`src/rtl/packet_gen.sv`:
```
// Traffic source for one mesh node: builds 64-bit packets and pushes them into
// the router's local injection channel, with LFSR or fixed destinations.
module packet_gen #(
  parameter int          MESH_X     = 8,
  parameter int          MESH_Y     = 8,
  parameter int          GAP        = 4,
  parameter int          MAX_PKTS   = 16,
  parameter logic [31:0] SEED       = 32'hACE1_1234,
  parameter int          FIXED_DEST = 0,
  parameter int          FIX_X      = 0,
  parameter int          FIX_Y      = 0
) (
  input  logic        clk,
  input  logic        reset,
  input  logic        en,
  input  logic [2:0]  X_cur,
  input  logic [2:0]  Y_cur,
  input  logic        j_e,
  input  logic        push_j_ack,
  output logic [63:0] inject,
  output logic        push_j,
  output logic [15:0] pkt_cnt,
  output logic        done
);

  localparam logic [3:0]  MX       = 4'(MESH_X);
  localparam logic [3:0]  MY       = 4'(MESH_Y);
  localparam logic [2:0]  FX       = 3'(FIX_X);
  localparam logic [2:0]  FY       = 3'(FIX_Y);
  localparam logic [15:0] GAP_INIT = 16'(GAP);
  localparam logic [15:0] MAX_CNT  = 16'(MAX_PKTS);
  // Right-shift Galois taps for x^32 + x^22 + x^2 + x + 1
  localparam logic [31:0] TAPS     = 32'h8020_0003;

  typedef enum logic [1:0] {GAP_WAIT, ROOM_WAIT, PUSH, DONE} state_t;

  state_t      state, state_n;
  logic [15:0] gap_cnt, gap_n;
  logic [31:0] lfsr, lfsr_n, lfsr_adv;
  logic [31:0] seed_mix, seed_val;
  logic [63:0] inject_n;
  logic        push_n;
  logic [15:0] cnt_n, cnt_inc;
  logic        done_n;
  logic [2:0]  rx, ry, dst_x, dst_y;

  // Per-node seed so neighbouring generators do not march in lockstep
  assign seed_mix = SEED ^ {26'b0, X_cur, Y_cur};
  assign seed_val = (seed_mix == 32'd0) ? 32'd1 : seed_mix;

  assign lfsr_adv = {1'b0, lfsr[31:1]} ^ ({32{lfsr[0]}} & TAPS);
  assign cnt_inc  = pkt_cnt + 16'd1;

  always_comb begin
    rx    = ({1'b0, lfsr[2:0]} >= MX) ? lfsr[2:0] - MX[2:0] : lfsr[2:0];
    ry    = ({1'b0, lfsr[5:3]} >= MY) ? lfsr[5:3] - MY[2:0] : lfsr[5:3];
    dst_x = rx;
    dst_y = ry;
    if (FIXED_DEST != 0) begin
      dst_x = FX;
      dst_y = FY;
    end else if (rx == X_cur && ry == Y_cur) begin
      // Step one column over so a node never targets itself
      dst_x = (({1'b0, rx} + 4'd1) == MX) ? 3'd0 : rx + 3'd1;
    end
  end

  always_comb begin
    state_n  = state;
    gap_n    = gap_cnt;
    lfsr_n   = lfsr;
    inject_n = inject;
    push_n   = push_j;
    cnt_n    = pkt_cnt;
    done_n   = done;
    case (state)
      GAP_WAIT: begin
        if (en) begin
          if (gap_cnt == 16'd0) begin
            inject_n = {dst_x, dst_y, X_cur, Y_cur, pkt_cnt, 4'h0, lfsr};
            state_n  = ROOM_WAIT;
          end else begin
            gap_n = gap_cnt - 16'd1;
          end
        end
      end
      ROOM_WAIT: begin
        if (!en) begin
          state_n = GAP_WAIT;
        end else if (j_e) begin
          push_n  = 1'b1;
          state_n = PUSH;
        end
      end
      PUSH: begin
        if (push_j_ack) begin
          push_n = 1'b0;
          cnt_n  = cnt_inc;
          lfsr_n = lfsr_adv;
          gap_n  = GAP_INIT;
          if (MAX_PKTS != 0 && cnt_inc == MAX_CNT) begin
            state_n = DONE;
            done_n  = 1'b1;
          end else begin
            state_n = GAP_WAIT;
          end
        end
      end
      DONE: begin
        push_n = 1'b0;
        done_n = 1'b1;
      end
      default: state_n = GAP_WAIT;
    endcase
  end

  always_ff @(posedge clk) begin
    if (reset) begin
      state   <= GAP_WAIT;
      gap_cnt <= GAP_INIT;
      lfsr    <= seed_val;
      inject  <= 64'd0;
      push_j  <= 1'b0;
      pkt_cnt <= 16'd0;
      done    <= 1'b0;
    end else begin
      state   <= state_n;
      gap_cnt <= gap_n;
      lfsr    <= lfsr_n;
      inject  <= inject_n;
      push_j  <= push_n;
      pkt_cnt <= cnt_n;
      done    <= done_n;
    end
  end

endmodule

```
`config.mk`:
```
export PLATFORM = sky130hd
export DESIGN_NAME = packet_gen
export DESIGN_NICKNAME = d
export VERILOG_FILES = /design/src/rtl/packet_gen.sv
export SDC_FILE = /design/constraint.sdc
export NUM_CORES = 1
export LEC_CHECK = 0
export CAP_MARGIN = 10
export CORE_MARGIN = 1.5
export CORE_UTILIZATION = 54
export CTS_BUF_LIST = sky130_fd_sc_hd__clkbuf_8
export DETAILED_ROUTE_END_ITERATION = 12
export HOLD_SLACK_MARGIN = 0.03
export PLACE_DENSITY_LB_ADDON = 0.3
export SETUP_SLACK_MARGIN = 0.05
export SYNTH_ARGS = -nofsm -noshare
export SYNTH_HDL_FRONTEND = slang
export SYNTH_SLANG_ARGS = --single-unit
```
`constraint.sdc`:
```
create_clock -name clk -period 4.3 [get_ports clk]
set_input_delay 0.86 -clock clk [delete_from_list [all_inputs] [get_ports clk]]
set_output_delay 0.86 -clock clk [all_outputs]
set_load 0.05 [all_outputs]
```
==> out/qor.yml, run 1 <==
path_class: "register to register"
slew_viol_final: 0
period_needed_ns: 3.04
syn2layout_area_growth_pct: 23.8
post-route-period-util_pct: 70.7
yosysWarnings: 0
dr_wl_met2_um: 5740
wl_met3_um: 478
worstSkewPairLatency_ns: 0.43
rsz0062_at_grt: "no"
required_ns: 4.65
setup_viol: 0
final_cell_count_no_fill: 817
hp-class: "register to register"
ys_ff_latch: 125
die_w_um: 103
nNetsFinal: 692
place_area_um2: 6300
fin_setup_tns_ns: 0
cts_buffer_depth: 2
vias: 4417
placed_cells: 786
cts_hold_buf: 0
max-cap-violations: 0
wirelength_um: 11700
fmax_mhz: 329
antenna_found_initial: 0
hold_viol_final: 0
rows: 36
yosys-top-cells-area: "dfxtp_1 (34%), edfxtp_1 (18%), nand2_1 (9.1%), a21oi_1 (6.2%), xnor2_1 (3.1%)"
grt_max_degree: 63
status: "complete, no violations"
utilization_pct: 68.7
vdd_ir_drop_max_uv: 374
cts_tree: "done"
port_buffers: 88
final_common_cell: "nand2_1"
grtUsageTotal_pct: 23.1
start_util_pct: 55.5
setup_slack_ns: 1.26
crit_slowest_cell: "a311o_1"
wl_met1_um: 5300
dieArea_um2: 10700
crit_path_end_kind: "register"
stdcell_area_um2: 6710
synth_top_area_share_pct: 34.3
numCtsBuffers: 17
ant_nets: 0
drtIter0Drc: 176
dp_hpwl_um: 7630
gr-total-overflow: 0
synth-edff-count: 32
postCtsSetupBuffers: 0
via_per_inst: 5.41
ys_seq_area_share_pct: 52.1
netlist_area_um2: 5420
die_height_um: 103
gp_congestion: 0.842
cts-root-buf: "clkbuf_8"
htreeDepth: 4
dr.pass1.iters: 4
synthDistinctLibCells: 53
async_reset_ff_share_pct: 0
cpPeakStageDelay_ns: 0.57
power_density_nw_per_um2: 523
crit_chain: "or4_4 > or4_1 > or2_4 > a311o_1 > or4_1 > o21ai_0"
synth-main-ff-cell: "dfxtp_1"
layout_common_cells: "nand2_1 (132), dfxtp_1 (93), clkdlybuf4s50_1 (87)"
grt_pass1_vias: 4161
layout-drive-gt1-share_pct: 7.75
place_ws_ns: 1.30
grt_pass1_wl_um: 19100
crit_path_max_fanout: 15
synthCells: 608
clock_sinks: 125
power.leakage_nw: 2.31
finClkSkew_ns: 0.00981
wl_per_cell_um: 14.3
num_io_pins: 93
maxSlewHeadroom_pct: 34.8
fp.coreArea_um2: 9770
yosysTopAreaCell: "dfxtp_1"
drc: 0
critPathLaunchType: "register"
highest_layer: "met4"
cp.arrival_ns: 3.39
clk_pin_slew_ns: 0.08
worst_slew_pin_slew_ns: 0.978
ctsResizeCount: 0
crit_path_frequent_cell: "or4_1"
antennaDiodeCount: 0
postSynthAreaPerCell_um2: 8.92
[logic make-up after synthesis]
logic type                 Yosys count  share of synthesized area, %
and+or+nand+nor                    260                          22.0
DFF                                125                          52.1
AOI/OAI and AO/OA                  108                          11.7
buffers and inverters               60                          4.66
xor gates and xnor gates            38                          6.14
adders and majority gates            9                          2.08
muxes                                7                          1.32
other                                1                        0.0692
[path summary, 6_finish.rpt]
path                               endpoint  slack, ns  cells past startpoint       start
worst min-delay path             inject[14]       0.45                      2  inject[14]
worst max register to register  gap_cnt[13]       1.26                      6  gap_cnt[8]
worst max-delay path            gap_cnt[13]       1.26                      6  gap_cnt[8]
worst min register to register   inject[14]       0.45                      2  inject[14]
[area by class of cell]
type                       count  area (um2)
clock buffer                  18         248
clock inverter                13         165
fill                         803        3060
inverter                      11        41.3
multi-input combinational    426        2370
sequential                   125        2820
tap                          133         166
timing repair buffer          91         901
[per-stage QoR]
step | total power, mW | hold slack, ns
3_5_place_dp | 2.46 | 0.446
4_1_cts | 3.52 | 0.457
3_3_place_gp | 2.43 | 0.442
5_1_grt | 3.70 | 0.476
2_1_floorplan | 2.21 | 0.454
6_report | 3.51 | 0.452
[where the power goes]
group	switching (mW)	internal, mW	total [mW]
Clock	0.478	0.588	1.07
Sequential	0.110	1.36	1.47
Combinational	0.620	0.350	0.970
[routing by layer]
layer	vias to the layer above	track usage (%)
li1	2176	-
met4	0	9.88
met5	-	0
met2	119	37.9
met3	17	5.31
met1	2105	29.4
[synth_stat cells, types with 10 or more instances]
cell type,count
a21oi_1,67
clkbuf_1,39
dfxtp_1,93
edfxtp_1,32
inv_1,11
nand2_1,132
nand3_1,11
nor2_1,40
nor2b_1,16
o21ai_0,12
or2_2,10
xnor2_1,19
xor2_1,19
[critical path, delay by kind of cell (launching register included)]
kind               cells  cell delay [ns]
AOI/OAI and AO/OA      2             0.66
DFF                    1             0.36
and+or+nand+nor        4             1.95
[registers in the layout, summed over array words and instances (netlist names)]
name	cells
done	1
gap_cnt	16
inject	57
lfsr	32
pkt_cnt	16
push_j	1
state	2
(Power assumes the default switching activity.)
==> inputs of run 2 (changes only) <==
- clock period: 4.3 -> 2.9 ns (I/O delays scaled with it)
==> out/qor.yml, run 2 (synthesis results as in run 1) <==
critPathLaunchType: "register"
rows: 36
setup_slack_ns: 0.168
reg2reg_slack_ns: 0.17
finClkSkew_ns: 0.0142
placed_cells: 792
vias: 4443
min_path_cells: 2
hp-start: "inject[24]"
p_int_mw: 3.25
cts-root-buf: "clkbuf_8"
start_util_pct: 55.5
vdd_ir_drop_max_uv: 517
dieArea_um2: 10700
timing.rr.start: "gap_cnt[8]"
numCtsBuffers: 17
layout_common_cells: "nand2_1 (132), dfxtp_1 (93), clkdlybuf4s50_1 (87)"
gr-total-overflow: 0
largest-register: "inject"
antennaDiodeCount: 0
clock_sinks: 125
crit_path_frequent_cell: "or4_4"
clkPwrFrac_pct: 26.4
wl_per_cell_um: 14.5
cts_buffer_depth: 2
grt_max_degree: 52
rsz0062_at_grt: "no"
crit_path_max_fanout: 7
fillers: 810
syn2layout_area_growth_pct: 23.9
die_w_um: 103
hold-path-endpoint: "inject[24]"
power.leakage_nw: 2.33
final_cell_count_no_fill: 823
worstSkewPairLatency_ns: 0.43
slew_viol_final: 0
p_switching_mw: 1.77
hold_viol_final: 0
fmax_mhz: 366
cp.arrival_ns: 3.06
top_regs: "inject (57), lfsr (32)"
cts_hold_buf: 0
final_common_cell: "nand2_1"
p_seq_share_pct: 43.6
grt_pass1_wl_um: 19600
gp_congestion: 0.852
grt_pass1_vias: 4190
r2r-end: "state[1]"
die_height_um: 103
period_needed_ns: 2.73
dp_hpwl_um: 7940
fp.coreArea_um2: 9770
wirelength_um: 11900
cpPeakStageDelay_ns: 0.56
num_io_pins: 93
place_ws_ns: 0.153
status: "complete, no violations"
nNetsFinal: 698
dr.pass1.iters: 5
htreeDepth: 4
antenna_found_initial: 0
p_sw_share_pct: 35.3
ant_nets: 0
via_per_inst: 5.40
power_density_nw_per_um2: 747
drc: 0
p_comb_share_pct: 30.0
crit_path_end_kind: "register"
path_class: "register to register"
setup_viol: 0
post-route-period-util_pct: 94.2
cts_tree: "done"
power_mw: 5.02
crit_slowest_cell: "or4_4"
clk_pin_slew_ns: 0.07
required_ns: 3.23
drtIter0Drc: 194
reg2reg_depth: 6
hp-class: "register to register"
max-cap-violations: 0
largest_reg_flops: 57
port_buffers: 88
grtUsageTotal_pct: 23.6
fin_setup_tns_ns: 0
worst_slew_pin_slew_ns: 0.564
maxSlewHeadroom_pct: 62.3
crit_chain: "or4_4 > or4_4 > or2_4 > a211o_1 > or4_1 > o32ai_1"
layout-drive-gt1-share_pct: 8.41
-- run 2: cell count changes in the layout (fill, tap and decap cells not counted) --
cell | before | now
clkbuf_8 | 18 | 17
clkinv_4 | 2 | 1
or4_4 | 1 | 2
clkinvlp_4 | 4 | 3
bufinv_16 | 3 | 1
inv_6 | 2 | 1
buf_12 | 0 | 2
or4_1 | 3 | 2
clkinv_2 | 2 | 6
inv_1 | 11 | 13
buf_4 | 4 | 8
-- run 2: how the worst max path moves through the flow --
| stage | startpoint | endpoint | slack [ns] | depth (start not counted) |
|---|---|---|---|---|
| floorplan | gap_cnt[8] | gap_cnt[13] | 0.25 | 7 |
| detailed placement | gap_cnt[8] | state[1] | 0.15 | 6 |
| finish | gap_cnt[8] | state[1] | 0.17 | 6 |
| global route | gap_cnt[8] | state[1] | 0.11 | 6 |
| global placement | gap_cnt[8] | gap_cnt[13] | 0.24 | 6 |
| CTS | gap_cnt[8] | state[1] | 0.13 | 6 |
-- run 2: cell type report --
class / instances / area (um2) / area share, %
sequential: 125 / 2820 / 42.0
multi-input combinational: 426 / 2370 / 35.3
timing repair buffer: 97 / 971 / 14.5
clock buffer: 17 / 234 / 3.48
tap: 133 / 166 / 2.48
clock inverter: 14 / 108 / 1.60
inverter: 11 / 41.3 / 0.615
-- run 2: metrics by stage --
step | utilization, % | hold slack, ns | cell area [um2]
2_1_floorplan | - | 0.454 | 5430
3_3_place_gp | 65.2 | 0.442 | 6370
3_5_place_dp | 65.2 | 0.446 | 6370
4_1_cts | 68.7 | 0.455 | 6710
5_1_grt | 68.7 | 0.468 | 6720
6_report | 68.7 | 0.453 | 6720
-- run 2: repair_timing --
action,4_1_cts,5_1_grt
resized for setup,0,1
setup endpoints to repair,0,1
hold endpoints to repair,0,0
buffers inserted,0,0
-- run 2: power groups by stage --
stage / logic [mW] / registers, mW / clock network, mW
final: 1.50 / 2.19 / 1.33
after global routing: 1.64 / 2.22 / 1.43
after global placement: 1.43 / 2.21 / 0
after CTS: 1.49 / 2.19 / 1.35
after detailed placement: 1.48 / 2.22 / 0
after floorplan: 0.849 / 2.43 / 0
-- run 2: critical path, delay by kind of cell, from the launching register on --
kind | cells | cell delay (ns)
and+or+nand+nor | 4 | 1.78
DFF | 1 | 0.35
AOI/OAI and AO/OA | 2 | 0.50
-- run 2: metal layers --
metal | GRT usage, % | part of all wire [%] | vias to the layer above
met2 | 39.5 | 50 | 113
met5 | 0 | 0 | -
met4 | 6.76 | 0.61 | 0
li1 | - | - | 2181
met1 | 29.9 | 44 | 2141
met3 | 6.92 | 5.5 | 8
==> inputs of run 3 (changes only) <==
- DONT_BUFFER_PORTS: default -> 1
- RECOVER_POWER: default -> 100
==> out/qor.yml, run 3 (synthesis results as in run 1) <==
gp_congestion: 0.905
p_seq_share_pct: 50.6
path_class: "register to register"
wirelength_um: 11200
clock_sinks: 125
clkPwrFrac_pct: 28.9
cts_hold_buf: 0
die_height_um: 103
crit_path_max_fanout: 5
grt_pass1_wl_um: 18000
cts_buffer_depth: 2
num_io_pins: 93
grt_pass1_vias: 3825
grtUsageTotal_pct: 22.1
hp-start: "reset"
postCtsSetupBuffers: 0
worst-path-buf-inv: 0
cts-root-buf: "clkbuf_8"
drc: 0
dr.pass1.iters: 5
placed_cells: 712
worstSkewPairLatency_ns: 0.43
finClkSkew_ns: 0.0111
critPathLaunchType: "register"
power_density_nw_per_um2: 830
fin_setup_tns_ns: 0
layout_common_cells: "nand2_1 (132), dfxtp_1 (93), a21oi_1 (67)"
p_sw_share_pct: 34.6
fmax_mhz: 370
p_int_mw: 3.17
worst_slew_pin_slew_ns: 1.01
dieArea_um2: 10700
slew_viol_final: 0
htreeDepth: 4
ant_nets: 0
hp-class: "primary input to register"
final_cell_count_no_fill: 744
required_ns: 3.23
largest-register: "inject"
period_needed_ns: 2.70
crit_path_end_kind: "register"
post-route-period-util_pct: 93.1
crit_slowest_cell: "or4_1"
gr-total-overflow: 0
timing.rr.start: "gap_cnt[8]"
hold_viol_final: 0
status: "complete, no violations"
numCtsBuffers: 17
startpoint: "gap_cnt[8]"
nNetsFinal: 618
vias: 4137
p_comb_share_pct: 20.6
cpPeakStageDelay_ns: 0.58
crit_chain: "or4_1 > or4_1 > or2_4 > a211o_1 > or4_1 > o32ai_1"
wl_per_cell_um: 15.0
p_switching_mw: 1.68
start_util_pct: 55.5
drtIter0Drc: 206
die_w_um: 103
maxSlewHeadroom_pct: 32.8
largest_reg_flops: 57
port_buffers: 0
dp_hpwl_um: 7380
cp.arrival_ns: 3.03
via_per_inst: 5.56
top_regs: "inject (57), lfsr (32)"
cts_tree: "done"
rows: 36
layout-drive-gt1-share_pct: 7.86
crit_path_frequent_cell: "or4_1"
final_common_cell: "nand2_1"
max-cap-violations: 0
antenna_found_initial: 0
antennaDiodeCount: 0
grt_max_degree: 118
vdd_ir_drop_max_uv: 558
fp.coreArea_um2: 9770
setup_viol: 0
critical_path.top_delay_family: "simple AND/OR/NAND/NOR gates"
syn2layout_area_growth_pct: 7.73
power.leakage_nw: 2.03
ctsResizeCount: 0
clk_pin_slew_ns: 0.07
rsz0062_at_grt: "no"
run 3: cell count changes in the layout (fill, tap and decap cells not counted), moves of 2 or more:
cell and change:
buf_4 -7, clkdlybuf4s50_1 -87, clkinv_1 +2, clkinvlp_4 -3, or4_4 -2, clkbuf_1 +12
inv_1 +2, or4_1 +2
run 3: cell type report:
class | count | area (um2)
inverter | 11 | 41.3
fill | 908 | 3930
sequential | 125 | 2820
tap | 133 | 166
clock inverter | 14 | 113
timing repair buffer | 17 | 90.1
multi-input combinational | 426 | 2360
clock buffer | 18 | 248
run 3: stage by stage:
step | area, um2 | hold slack, ns | total power, mW | setup slack, ns | utilization [%]
2_1_floorplan | 5430 | 0.454 | 3.28 | 0.251 | -
3_3_place_gp | 5540 | 0.474 | 3.47 | 0.340 | 56.7
3_5_place_dp | 5540 | 0.486 | 3.52 | 0.239 | 56.7
4_1_cts | 5900 | 0.185 | 4.92 | 0.230 | 60.4
5_1_grt | 5840 | 0.194 | 5.12 | 0.0677 | 59.8
6_report | 5840 | 0.226 | 4.85 | 0.201 | 59.8
run 3: path summary, 6_finish.rpt:
check / end / slack [ns] / cells after the start
setup / recovery: state[1] / 0.20 / 6
setup reg to reg: state[1] / 0.20 / 6
hold reg to reg: gap_cnt[11] / 0.49 / 2
hold / removal: inject[53] / 0.23 / 1
run 3: power groups by stage:
| stage | sequential [mW] | combinational, mW | clock, mW |
|---|---|---|---|
| 2_1_floorplan | 2.43 | 0.849 | 0 |
| 3_3_place_gp | 2.48 | 0.986 | 0 |
| 3_5_place_dp | 2.49 | 1.02 | 0 |
| 4_1_cts | 2.45 | 1.03 | 1.43 |
| 5_1_grt | 2.49 | 1.13 | 1.50 |
| 6_report | 2.45 | 0.999 | 1.40 |
run 3: metal layers:
metal,global-route usage [%],vias up,wire (um)
met4,9.56,0,177
met5,0,-,0
met3,8.40,15,808
li1,-,2030,-
met2,35.1,137,5440
met1,26.9,1955,4730
